<file path="src/rtl/ah_lru_arb_pkg.sv">
// ---------------------------------------------------------------------------
// ah_lru_arb_pkg
// Shared definitions for the N-way LRU arbiter:
//   N_MIN / N_MAX : supported requester count range
//   idx_w()       : binary index width for N channels (clog2, never below 1)
//   reset_age()   : age loaded into channel i at reset (channel 0 oldest)
// ---------------------------------------------------------------------------
package ah_lru_arb_pkg;

  localparam int N_MIN = 2;
  localparam int N_MAX = 32;

  function automatic int idx_w(input int n);
    return (n <= 2) ? 1 : $clog2(n);
  endfunction

  function automatic int reset_age(input int n, input int i);
    return n - 1 - i;
  endfunction

endpackage

</file>
<file path="src/rtl/ah_lru_pick.sv">
// ---------------------------------------------------------------------------
// ah_lru_pick
// Combinational winner select: the eligible channel holding the largest age.
// Ages are a permutation, so at most one channel can win.
// Ports:
//   elig    in  N     eligible channels
//   ages    in  N*IW  packed ages, channel i at [i*IW +: IW]
//   win     out N     one-hot winner (zero when nothing eligible)
//   win_idx out IW    binary index of winner (zero when nothing eligible)
//   any     out 1     at least one channel eligible
// ---------------------------------------------------------------------------
module ah_lru_pick
  import ah_lru_arb_pkg::*;
#(
  parameter int N  = 7,
  parameter int IW = idx_w(N)
) (
  input  logic [N-1:0]    elig,
  input  logic [N*IW-1:0] ages,
  output logic [N-1:0]    win,
  output logic [IW-1:0]   win_idx,
  output logic            any
);

  logic [IW-1:0] best_age;

  always_comb begin
    best_age = '0;
    win_idx  = '0;
    any      = 1'b0;
    for (int i = 0; i < N; i++) begin
      if (elig[i] && (!any || (ages[i*IW +: IW] > best_age))) begin
        any      = 1'b1;
        best_age = ages[i*IW +: IW];
        win_idx  = IW'(i);
      end
    end
  end

  assign win = any ? (N'(1) << win_idx) : '0;

endmodule

</file>
<file path="src/rtl/ah_lru_arbiter_n.sv">
// ---------------------------------------------------------------------------
// ah_lru_arbiter_n
// N-requester least-recently-used arbiter with per-channel busy mask and a
// registered grant / accept handshake. Ages are refreshed only on an accept
// that ends a grant; the next grant is chosen on that same edge.
// Optional feature macro: AH_LRU_ARB_LOCK_EN (adds the lock input; accept
// with lock=1 keeps the current grant without touching the ages).
// Ports:
//   clk      in  1   clock
//   rstn     in  1   asynchronous active-low reset
//   req      in  N   per-channel request (held until accepted)
//   gnt_busy in  N   1 = channel not eligible this cycle
//   accept   in  1   consumer takes the current grant
//   lock     in  1   (AH_LRU_ARB_LOCK_EN only) keep grant across this accept
//   gnt      out N   registered one-hot grant
//   gnt_vld  out 1   gnt holds a valid grant
//   gnt_idx  out IW  binary index of gnt
// ---------------------------------------------------------------------------
module ah_lru_arbiter_n
  import ah_lru_arb_pkg::*;
#(
  parameter  int N  = 7,
  localparam int IW = idx_w(N)
) (
  input  logic          clk,
  input  logic          rstn,
  input  logic [N-1:0]  req,
  input  logic [N-1:0]  gnt_busy,
  input  logic          accept,
`ifdef AH_LRU_ARB_LOCK_EN
  input  logic          lock,
`endif
  output logic [N-1:0]  gnt,
  output logic          gnt_vld,
  output logic [IW-1:0] gnt_idx
);

  if (N < N_MIN || N > N_MAX) begin : g_n_range
    $error("ah_lru_arbiter_n: N out of range");
  end

  typedef logic [IW-1:0] age_t;
  typedef age_t age_vec_t [N];

  age_vec_t        age_q;
  age_vec_t        age_d;
  logic [N*IW-1:0] ages_flat;
  logic [IW-1:0]   gnt_age;

  logic [N-1:0]    elig;
  logic [N-1:0]    pick_elig;
  logic [N-1:0]    win;
  logic [IW-1:0]   win_idx;
  logic            win_any;

  logic            lock_hold;
  logic            gnt_req;
  logic            acc_end;
  logic            hold;

  logic [N-1:0]    gnt_d;
  logic            gnt_vld_d;
  logic [IW-1:0]   gnt_idx_d;

`ifdef AH_LRU_ARB_LOCK_EN
  assign lock_hold = lock;
`else
  assign lock_hold = 1'b0;
`endif

  assign elig    = req & ~gnt_busy;
  assign gnt_req = |(req & gnt);
  // An accept ends the grant unless the burst is locked.
  assign acc_end = gnt_vld & accept & ~lock_hold;
  // Busy never revokes an issued grant; only a dropped request does.
  assign hold    = gnt_vld & gnt_req & (~accept | lock_hold);
  // The accepted channel is excluded from the same-edge re-arbitration.
  assign pick_elig = gnt_vld ? (elig & ~gnt) : elig;

  always_comb begin
    ages_flat = '0;
    gnt_age   = '0;
    for (int i = 0; i < N; i++) begin
      ages_flat[i*IW +: IW] = age_q[i];
      if (gnt[i]) gnt_age = gnt_age | age_q[i];
    end
  end

  ah_lru_pick #(
    .N  (N),
    .IW (IW)
  ) u_pick (
    .elig    (pick_elig),
    .ages    (ages_flat),
    .win     (win),
    .win_idx (win_idx),
    .any     (win_any)
  );

  always_comb begin
    gnt_d     = '0;
    gnt_vld_d = 1'b0;
    gnt_idx_d = '0;
    if (hold) begin
      gnt_d     = gnt;
      gnt_vld_d = 1'b1;
      gnt_idx_d = gnt_idx;
    end else if (!gnt_vld || acc_end) begin
      gnt_d     = win;
      gnt_vld_d = win_any;
      gnt_idx_d = win_idx;
    end
  end

  // Accepted channel becomes youngest; everything younger than it ages by one,
  // which keeps the ages a permutation of 0..N-1.
  always_comb begin
    age_d = age_q;
    if (acc_end) begin
      for (int i = 0; i < N; i++) begin
        if (gnt[i])                 age_d[i] = '0;
        else if (age_q[i] < gnt_age) age_d[i] = age_q[i] + 1'b1;
      end
    end
  end

  // ---- register stage: grant ----
  always_ff @(posedge clk or negedge rstn) begin
    if (!rstn) begin
      gnt     <= '0;
      gnt_vld <= 1'b0;
      gnt_idx <= '0;
    end else begin
      gnt     <= gnt_d;
      gnt_vld <= gnt_vld_d;
      gnt_idx <= gnt_idx_d;
    end
  end

  // ---- register stage: ages ----
  always_ff @(posedge clk or negedge rstn) begin
    if (!rstn) begin
      for (int i = 0; i < N; i++) age_q[i] <= age_t'(reset_age(N, i));
    end else begin
      age_q <= age_d;
    end
  end

endmodule

</file>
<file path="config.mk">
export PLATFORM = sky130hd
export DESIGN_NAME = ah_lru_arbiter_n
export DESIGN_NICKNAME = d
export VERILOG_FILES = /design/src/rtl/ah_lru_arb_pkg.sv /design/src/rtl/ah_lru_pick.sv /design/src/rtl/ah_lru_arbiter_n.sv
export SDC_FILE = /design/constraint.sdc
export NUM_CORES = 1
export LEC_CHECK = 0
export ABC_AREA = 1
export BUFFER_PORTS_ARGS = -buffer_cell sky130_fd_sc_hd__buf_2
export CELL_PAD_IN_SITES_DETAIL_PLACEMENT = 0
export CELL_PAD_IN_SITES_GLOBAL_PLACEMENT = 2
export CORE_AREA = 2 2 130 81
export DETAILED_ROUTE_END_ITERATION = 7
export DIE_AREA = 0 0 132 83
export MAX_ROUTING_LAYER = met4
export PLACE_DENSITY_LB_ADDON = 0.12
export SYNTH_ARGS = -nofsm -noshare
export SYNTH_HDL_FRONTEND = slang
export SYNTH_SLANG_ARGS = --single-unit
</file>
<file path="constraint.sdc">
create_clock -name clk -period 6.32 [get_ports clk]
set_clock_uncertainty 0.05 [all_clocks]
set_input_delay 1.896 -clock clk [delete_from_list [all_inputs] [get_ports clk]]
set_output_delay 1.896 -clock clk [all_outputs]
set_load 0.05 [all_outputs]
</file>
==> results of run 1 <==
[path summary, 6_finish.rpt]
kind                                         from                      to  slack, ps  cells past startpoint
min reg2reg                gnt_idx[1]$_DFFE_PN0N_  gnt_idx[1]$_DFFE_PN0N_        440                      2
max reg2reg                    gnt[0]$_DFFE_PN0N_      gnt[5]$_DFFE_PN0N_         30                     58
max in group asynchronous                    rstn      gnt[5]$_DFFE_PN0N_       4030                      1
max                                        req[0]      gnt[5]$_DFFE_PN0N_      -1300                     60
min in group asynchronous                    rstn   age_q[13]$_DFFE_PN0P_       1660                      1
min                        gnt_idx[1]$_DFFE_PN0N_  gnt_idx[1]$_DFFE_PN0N_        440                      2
[cells by family after synthesis]
| logic type | Yosys count | share of synthesized area |
|---|---|---|
| compound gates | 62 | 0.1146 |
| buf+inv | 54 | 0.07104 |
| fa+ha+maj | 39 | 0.1649 |
| flops | 32 | 0.2744 |
| xor+xnor | 7 | 0.02072 |
| simple gates | 230 | 0.3543 |
[flip-flops by register name, indices dropped and copies added (netlist names)]
name     flops
gnt_vld      1
gnt_idx      3
gnt          7
age_q       21
[final cells by class]
cell class	count	area [µm²]	area share
clock buffers	6	128.9	0.02936
multi-input cells	338	2331	0.5311
inverters	53	221.5	0.05046
repair buffers	98	691.9	0.1576
well taps	135	168.9	0.03848
flip-flops and latches	32	812.0	0.1850
clock inverters	2	35.03	0.007982
[per-layer routing]
metal | track usage | wire (µm)
met4 | 0.04348 | 116
met2 | 0.2765 | 3960
met5 | - | 0
met1 | 0.3048 | 5785
met3 | 0.03236 | 293
[cell usage in the layout (no fill, tap or decap), types with 3 or more instances in the layout]
cell type | synthesis | final
nand2_1 | 158 | 129
nand4_1 | 3 | 3
ha_1 | 39 | 28
o21ai_0 | 9 | 5
inv_4 | 0 | 4
o22ai_1 | 6 | 5
inv_2 | 1 | 4
a21oi_2 | 0 | 6
buf_4 | 0 | 69
o21ai_1 | 23 | 27
dfstp_2 | 9 | 9
xor2_1 | 7 | 7
nand3_4 | 1 | 3
dfrtp_1 | 23 | 23
inv_1 | 52 | 44
nand2_4 | 4 | 12
a21oi_1 | 19 | 13
nand3_1 | 28 | 13
buf_6 | 1 | 3
ha_4 | 0 | 11
clkbuf_16 | 0 | 5
nand3_2 | 4 | 17
and2_4 | 0 | 3
nand2_2 | 19 | 40
nor2_1 | 7 | 4
nor2_4 | 2 | 4
buf_2 | 0 | 25
[cell usage after synthesis (all sizes together)]
cell type / count
nand3b: 1
o21ai: 34
nand2: 181
o22ai: 6
o2111a: 1
ha: 39
dfstp: 9
dfrtp: 23
a221oi: 2
inv: 53
nor2: 9
buf: 1
and2: 3
nand4: 3
nand3: 33
a21oi: 19
xor2: 7
[tightest hold or removal path: cells and delay by family (launching register included)]
family / cells / cell delay [ps]
AND/OR/NAND/NOR: 2 / 110
flip-flops: 1 / 340
[per-stage QoR]
step | util | hold WS [ps]
2_1_floorplan | - | 418.9
3_3_place_gp | 0.3877 | 416.1
3_5_place_dp | 0.3877 | 410.1
4_1_cts | 0.4448 | 445.4
5_1_grt | 0.4523 | 471.7
6_report | 0.4523 | 439.5
[power by group]
group	leakage (nW)	internal [mW]	switching (mW)
clock network	0.0808	0.186	0.0991
logic	1.88	0.726	1.05
registers	0.392	0.310	0.134
[repair_timing]
| action | CTS | global route |
|---|---|---|
| gates resized for setup | 52 | 8 |
| cloned | 0 | 0 |
| setup buffers | 22 | 4 |
| hold buffers | 0 | 0 |
| pin swaps | 47 | 3 |
| setup endpoints to repair | 10 | 10 |
==> impl_metrics.csv, run 1 <==
group,metric,value,unit
drt,routed_wl,10160,µm
critical_path,path_delay_family,"simple AND/OR/NAND/NOR gates",
timing,fmax,131.3,MHz
cts,htree_levels,2,
yosys,synth_largest_area_cell,"nand2_1",
timing,max_slew_margin,0.2644,
global_route,grt_pass1_wl,16480,µm
timing,tightest_slew,1103,ps
drt,wl_per_cell,15.29,µm
cts,tritoncts,"yes",
floorplan,rows,28,
cells_and_area,diodes,0,
placement,dpl.cell_count,630,
cts,clockBufferDepth,2,
drt,drtPass1Iterations,5,
placement,post-place-ws,-1997,ps
power_and_ir_drop,leakage,2.357,nW
cts,cts_made_buffers,5,
yosys,ys_types,25,
floorplan,design.core.area,0.009704,mm²
yosys,syn_area_per_cell,6.979,µm²
placement,placed_area,0.003762,mm²
floorplan,start_util,0.3049,
min_path,hold_class,"register to register",
critical_path,crit_buf_inv,8,
cts,clk_pin_slew_worst_paths,50,ps
drt,vias_per_cell,4.616,
cts,cts_root_buffer,"clkbuf_16",
critical_path,worstPathArrival,7780,ps
cells_and_area,drive_gt1_frac,0.4216,
yosys,yosysWarnings,0,
timing,finalWorstSetupSlack,-1299,ps
placement,gp_congestion,0.8559,
cells_and_area,final_cells,664,
cells_and_area,area_growth,48.33,%
cells_and_area,fill_cells,1006,
timing,setup_tns,-12490,ps
critical_path,crit_path_start_kind,"primary input",
placement,io_buffers,27,
cts,clkSinkCount,32,
drt,drc,0,
drt,postRouteAntennaNets,0,
timing,setup_viol,10,
critical_path,worst_path_largest_cell_delay,300,ps
global_route,gr-total-overflow,0,
timing,fin_crit_sh,1.205,
run_status,violations,"setup timing",
power_and_ir_drop,total_power,2.504,mW
global_route,antenna_found_initial,0,
cts,clock_latency,290,ps
yosys,yosys-top-cells-area,"nand2_1 20%, dfrtp_1 19%, ha_1 16%, dfstp_2 8.0%, inv_1 6.6%",
yosys,yosysTopAreaCellShare,0.2004,
yosys,mappedNetlistArea,0.002959,mm²
placement,post-dp-hpwl,7729,µm
cells_and_area,fin_nets,584,
floorplan,die_h,83,µm
global_route,track_usage,0.2012,
critical_path,critical-path-slowest-cell,"ha_1",
yosys,synth-seq-cells,32,
timing,finalHoldViolCount,0,
job,maxCapViolations,0,
power_and_ir_drop,pwr_density_cell,570.5,mW/mm²
critical_path,criticalPathCategory,"primary input to register",
critical_path,crit_top_cell,"nand2_2",
drt,drt_iter0_markers,133,
critical_path,required,6480,ps
floorplan,die-area,0.01096,mm²
cells_and_area,final_cell_area,0.004389,mm²
critical_path,critPathCaptureType,"register",
power_and_ir_drop,ir_worst_vdd,0.0002297,V
global_route,grt_max_degree,33,
critical_path,crit_path_max_fanout,8,
timing,rsz0062_at_grt,"yes",
floorplan,io_pins,28,
drt,vias,3065,
run_status,status,"finished, violations left",
global_route,grt_pass1_vias,3069,
floorplan,fp.dieW,132,µm
yosys,synth_fp_nets,480,
timing,post-route-min-period,7619,ps
timing,drv_slew,0,
yosys,ys_seq_area_frac,0.2744,
yosys,synthCells,424,
Power figures use the tool's default switching activity.
==> run 2, diff against run 1 <==
--- a/config.mk
+++ b/config.mk
@@ -7,11 +7,13 @@
 export LEC_CHECK = 0
 export ABC_AREA = 1
 export BUFFER_PORTS_ARGS = -buffer_cell sky130_fd_sc_hd__buf_2
+export CAP_MARGIN = 20
 export CELL_PAD_IN_SITES_DETAIL_PLACEMENT = 0
 export CELL_PAD_IN_SITES_GLOBAL_PLACEMENT = 2
-export CORE_AREA = 2 2 130 81
+export CORE_AREA = 2 2 128 80
+export CTS_BUF_LIST = sky130_fd_sc_hd__clkbuf_4 sky130_fd_sc_hd__clkbuf_8
 export DETAILED_ROUTE_END_ITERATION = 7
-export DIE_AREA = 0 0 132 83
+export DIE_AREA = 0 0 130 82
 export MAX_ROUTING_LAYER = met4
 export PLACE_DENSITY_LB_ADDON = 0.12
 export SYNTH_ARGS = -nofsm -noshare
==> run 2 against run 1 <==
  * The flow still finishes with violations (setup timing)
  * Critical path depth did not move
  * Setup slack better by 80 ps
  * Hold slack improved by 2.1 ps
  * Critical endpoint is now gnt[4]$_DFFE_PN0N_
  * Largest power group unchanged
==> impl_metrics.csv, run 2 (synthesis gave the netlist of run 1 again) <==
group,metric,value,unit
critical_path,path_delay_family,"simple AND/OR/NAND/NOR gates",
cells_and_area,final-seq-area,812.0,µm²
run_status,status,"finished, violations left",
timing,fin_crit_sh,1.193,
run_status,violations,"setup timing",
cells_and_area,diodes,0,
cells_and_area,fin_nets,586,
timing,fmax,132.7,MHz
critical_path,worstPathArrival,7670,ps
critical_path,critical-path-slowest-cell,"ha_4",
critical_path,endpoint,"gnt[4]$_DFFE_PN0N_",
critical_path,worstSetupPathDepth,60,
timing,finalWorstSetupSlack,-1218,ps
cells_and_area,mostFrequentLayoutCells,"128 x nand2_1, 71 x buf_4, 45 x inv_1",
floorplan,design.core.area,0.009564,mm²
floorplan,die_h,82,µm
timing,finalHoldViolCount,0,
timing,tightest_slew,1000,ps
drt,wl_per_cell,15.16,µm
drt,postRouteAntennaNets,0,
drt,vias_per_cell,4.578,
timing,hold_slack,441.6,ps
cts,clockBufferDepth,2,
critical_path,crit_buf_inv,9,
placement,gp_congestion,0.8412,
placement,io_buffers,27,
cells_and_area,drive_gt1_frac,0.4237,
timing,setup_viol,10,
critical_path,crit_path_start_kind,"primary input",
cells_and_area,top_register,"age_q",
drt,drtPass1Iterations,4,
global_route,grt_max_degree,33,
cells_and_area,area_growth,47.31,%
job,maxCapViolations,0,
cts,cts_root_buffer,"clkbuf_8",
global_route,antenna_found_initial,0,
critical_path,startpoint,"req[0]",
cts,cts_made_buffers,5,
power_and_ir_drop,leakage,2.352,nW
critical_path,critPathCaptureType,"register",
cells_and_area,final_cell_area,0.004359,mm²
global_route,grt_pass1_vias,3068,
cts,htree_levels,2,
cts,ctsHoldBuffers,0,
timing,post-route-min-period,7538,ps
cells_and_area,multiInputGateArea,0.002338,mm²
floorplan,rows,28,
critical_path,r2r_start,"gnt[0]$_DFFE_PN0N_",
drt,vias,3049,
cells_and_area,largest_reg_flops,21,
critical_path,reg2reg_depth,58,
min_path,hold_class,"register to register",
timing,rsz0062_at_grt,"yes",
drt,drt_iter0_markers,113,
drt,drc,0,
critical_path,required,6450,ps
critical_path,crit_path_max_fanout,7,
cells_and_area,reg_top3,"age_q x21, gnt x7, gnt_idx x3",
cts,clkSinkCount,32,
critical_path,crit_top_cell,"nand2_2",
drt,routed_wl,10100,µm
floorplan,io_pins,28,
floorplan,start_util,0.3094,
cells_and_area,final_common_cell,"nand2_1",
floorplan,die-area,0.01066,mm²
timing,setup_tns,-11580,ps
power_and_ir_drop,pwr_density_cell,559.5,mW/mm²
placement,placed_area,0.003740,mm²
global_route,grt_pass1_wl,16420,µm
timing,max_slew_margin,0.3331,
cells_and_area,fill_cells,962,
global_route,track_usage,0.2133,
global_route,gr-total-overflow,0,
placement,post-dp-hpwl,7508,µm
floorplan,fp.dieW,130,µm
cts,clk_pin_slew_worst_paths,90,ps
cts,clock_latency,310,ps
critical_path,worst_path_largest_cell_delay,280,ps
critical_path,r2r-end,"gnt[4]$_DFFE_PN0N_",
timing,drv_slew,0,
critical_path,r2r_setup_slack,120,ps
cts,tritoncts,"yes",
critical_path,criticalPathCategory,"primary input to register",
power_and_ir_drop,ir_worst_vdd,0.0002485,V
-- run 2: changes by cell type in the layout (fill, tap and decap cells not counted), moves of 2 or more --
cell	change
nand2_2	-3
o21ai_2	+2
buf_4	+2
clkbuf_8	+5
clkbuf_16	-5
nand2_4	+4
o21ai_1	-2
-- run 2: worst reg2reg max path, delay by kind of cell, from the launching register on --
kind / cells / cell delay [ps]
AND/OR/NAND/NOR: 38 / 2860
adder cells (fa/ha/maj): 6 / 1550
AO/OA/AOI/OAI: 7 / 670
buffers and inverters: 7 / 560
flip-flops: 1 / 390
-- run 2: per-stage QoR --
| step | setup slack [ps] | util | power [mW] | cells |
|---|---|---|---|---|
| after floorplan | -1146 | - | 1.523 | 424 |
| after global placement | -1766 | 0.3910 | 1.957 | 627 |
| after detailed placement | -1860 | 0.3910 | 1.980 | 627 |
| after CTS | -1176 | 0.4436 | 2.349 | 662 |
| after global routing | -1708 | 0.4558 | 2.710 | 666 |
| final | -1218 | 0.4558 | 2.439 | 666 |
-- run 2: how the worst min path moves through the flow --
stage                     slack (ps)  cells past startpoint                    from                     end
after floorplan                  420                      2    age_q[3]$_DFFE_PN1P_    age_q[3]$_DFFE_PN1P_
after global placement           410                      2  gnt_idx[1]$_DFFE_PN0N_  gnt_idx[1]$_DFFE_PN0N_
after detailed placement         410                      2  gnt_idx[2]$_DFFE_PN0N_  gnt_idx[2]$_DFFE_PN0N_
after CTS                        450                      2  gnt_idx[2]$_DFFE_PN0N_  gnt_idx[2]$_DFFE_PN0N_
after global routing             490                      2  gnt_idx[1]$_DFFE_PN0N_  gnt_idx[1]$_DFFE_PN0N_
final                            440                      2  gnt_idx[1]$_DFFE_PN0N_  gnt_idx[1]$_DFFE_PN0N_
-- run 2: where the power goes --
part	internal, mW	switching (mW)	leakage (nW)
Clock	0.117	0.0968	0.0541
Sequential	0.309	0.125	0.392
Combinational	0.733	1.06	1.91
Total	1.16	1.28	2.35
-- run 2: what timing repair did --
| action | CTS | global route |
|---|---|---|
| buffers inserted | 27 | 4 |
| pin swaps | 26 | 13 |
| endpoints found under the setup margin | 10 | 10 |
| resized for setup | 40 | 22 |
-- run 2: layout make-up --
type,count,share of cell area
Clock inverter,3,0.009759
Tap cell,135,0.03875
Clock buffer,5,0.01579
Sequential cell,32,0.1863
Inverter,53,0.05080
Timing Repair Buffer,100,0.1622
Multi-Input combinational cell,338,0.5365
-- run 2: layer usage --
metal	share of wire	vias up	GRT usage
li1	-	1598	-
met1	0.54	1402	0.3119
met2	0.43	40	0.3120
met3	0.029	9	0.03322
met4	0.0084	0	0.03871
met5	0	-	-
==> run 3, diff against run 2 <==
--- a/config.mk
+++ b/config.mk
@@ -16,6 +16,7 @@
 export DIE_AREA = 0 0 130 82
 export MAX_ROUTING_LAYER = met4
 export PLACE_DENSITY_LB_ADDON = 0.12
+export RECOVER_POWER = 25
 export SYNTH_ARGS = -nofsm -noshare
 export SYNTH_HDL_FRONTEND = slang
 export SYNTH_SLANG_ARGS = --single-unit
==> run 3 against run 2 <==
  * The run ends with capacitance limit, slew limit, setup timing left
  * Register-to-register slack about the same
  * Non-clock buffer count unchanged
  * Combinational power about the same
  * Via count about the same
  * Die area unchanged
  * Highest routed layer unchanged
  * Flip-flop and latch count unchanged
  * Clock-buffer cell count unchanged
  * Core utilization about the same
==> impl_metrics.csv, run 3 (synthesis gave the netlist of run 1 again) <==
group,metric,value,unit
cts,clkSinkCount,32,
cells_and_area,area_growth,47.27,%
drt,vias_per_cell,4.581,
critical_path,r2r_start,"gnt[0]$_DFFE_PN0N_",
timing,tightest_slew,1998,ps
placement,dpl.cell_count,627,
timing,rsz0062_at_grt,"yes",
global_route,grt_pass1_wl,16420,µm
floorplan,die-area,0.01066,mm²
critical_path,critPathCaptureType,"register",
critical_path,critical-path-slowest-cell,"ha_4",
run_status,status,"finished, violations left",
drt,drt_iter0_markers,113,
cells_and_area,top_register,"age_q",
timing,setup_viol,10,
timing,post-route-min-period,7538,ps
critical_path,criticalPathCategory,"primary input to register",
floorplan,start_util,0.3094,
global_route,gr-total-overflow,0,
critical_path,crit_path_max_fanout,7,
drt,wl_per_cell,15.16,µm
run_status,violations,"capacitance limit, slew limit, setup timing",
cells_and_area,reg_top3,"age_q x21, gnt x7, gnt_idx x3",
critical_path,worstPathArrival,7660,ps
cells_and_area,final-seq-area,812.0,µm²
critical_path,worst_path_largest_cell_delay,280,ps
global_route,grt_pass1_vias,3068,
cells_and_area,mostFrequentLayoutCells,"128 x nand2_1, 71 x buf_4, 45 x inv_1",
timing,fin_crit_sh,1.193,
power_and_ir_drop,pwr_density_cell,559.1,mW/mm²
timing,drv_slew,33,
global_route,track_usage,0.2133,
cts,cts_made_buffers,5,
timing,max_slew_margin,-0.3320,
min_path,hold_class,"register to register",
min_path,hold_depth,2,
cts,htree_levels,2,
timing,hold_slack,441.6,ps
cells_and_area,multiInputGateArea,0.002338,mm²
min_path,hp-start,"gnt_idx[1]$_DFFE_PN0N_",
global_route,antenna_found_initial,0,
timing,fmax,132.7,MHz
floorplan,design.core.area,0.009564,mm²
cts,cts_root_buffer,"clkbuf_8",
cts,ctsHoldBuffers,0,
critical_path,r2r_setup_slack,130,ps
floorplan,fp.dieW,130,µm
cells_and_area,fill_cells,963,
timing,finalWorstSetupSlack,-1218,ps
cells_and_area,largest_reg_flops,21,
critical_path,crit_top_cell,"nand2_2",
critical_path,required,6450,ps
cts,clk_pin_slew_worst_paths,90,ps
timing,finalHoldViolCount,0,
job,maxCapViolations,1,
power_and_ir_drop,ir_worst_vdd,0.0002484,V
drt,vias,3051,
placement,post-place-ws,-1860,ps
global_route,grt_max_degree,33,
cells_and_area,fin_nets,586,
critical_path,r2r-end,"gnt[4]$_DFFE_PN0N_",
floorplan,die_h,82,µm
critical_path,crit_path_start_kind,"primary input",
critical_path,reg2reg_depth,58,
cts,clockBufferDepth,2,
drt,routed_wl,10100,µm
drt,drc,0,
placement,io_buffers,27,
cts,clock_latency,310,ps
drt,drtPass1Iterations,4,
cts,tritoncts,"yes",
cells_and_area,diodes,0,
floorplan,rows,28,
placement,post-dp-hpwl,7508,µm
cells_and_area,final_cells,666,
drt,postRouteAntennaNets,0,
critical_path,startpoint,"req[0]",
placement,gp_congestion,0.8412,
critical_path,endpoint,"gnt[4]$_DFFE_PN0N_",
cells_and_area,drive_gt1_frac,0.4218,
floorplan,io_pins,28,
power_and_ir_drop,leakage,2.350,nW
cells_and_area,final_common_cell,"nand2_1",
[run 3: worst min-delay path by stage]
stage / end / slack [ps]
after floorplan: age_q[3]$_DFFE_PN1P_ / 420
after global placement: gnt_idx[1]$_DFFE_PN0N_ / 410
after detailed placement: gnt_idx[2]$_DFFE_PN0N_ / 410
after CTS: gnt_idx[2]$_DFFE_PN0N_ / 450
after global routing: gnt_idx[1]$_DFFE_PN0N_ / 490
final: gnt_idx[1]$_DFFE_PN0N_ / 440
[run 3: per-stage QoR]
step | power, mW | utilization | TNS (ps) | cell area (µm²)
global placement | 1.957 | 0.3910 | -16930 | 3740
detailed placement | 1.980 | 0.3910 | -17780 | 3740
global route | 2.710 | 0.4557 | -16360 | 4358
finish | 2.436 | 0.4557 | -11590 | 4358
CTS | 2.349 | 0.4436 | -11190 | 4243
floorplan | 1.523 | - | -10790 | 3132
[run 3: area by class of cell]
| cell class | count | area share |
|---|---|---|
| clock buffers | 5 | 0.01579 |
| clock inverters | 3 | 0.009762 |
| flip-flops and latches | 32 | 0.1863 |
| repair buffers | 100 | 0.1619 |
| well taps | 135 | 0.03876 |
| multi-input cells | 338 | 0.5366 |
| inverters | 53 | 0.05082 |
[run 3: critical path: cells and delay by family]
family	cells	cell delay, ps
compound gates	7	670
buf+inv	9	680
fa+ha+maj	6	1550
simple gates	38	2880
[run 3: timing repair]
action | 4_1_cts | 5_1_grt
endpoints found under the hold margin | 0 | 0
resized for setup | 40 | 22
pin swaps | 26 | 13
setup endpoints to repair | 10 | 10
setup buffers | 27 | 4
[run 3: power breakdown]
group,switching (mW),leakage [nW],internal [mW]
Clock,0.0967,0.0541,0.117
Sequential,0.125,0.392,0.309
Combinational,1.06,1.90,0.733
[run 3: layer usage]
metal,part of all wire,vias up,global-route usage
met5,0,-,-
met1,0.53,1403,0.3119
met3,0.032,9,0.03322
met4,0.0077,0,0.03871
li1,-,1598,-
met2,0.43,41,0.3120
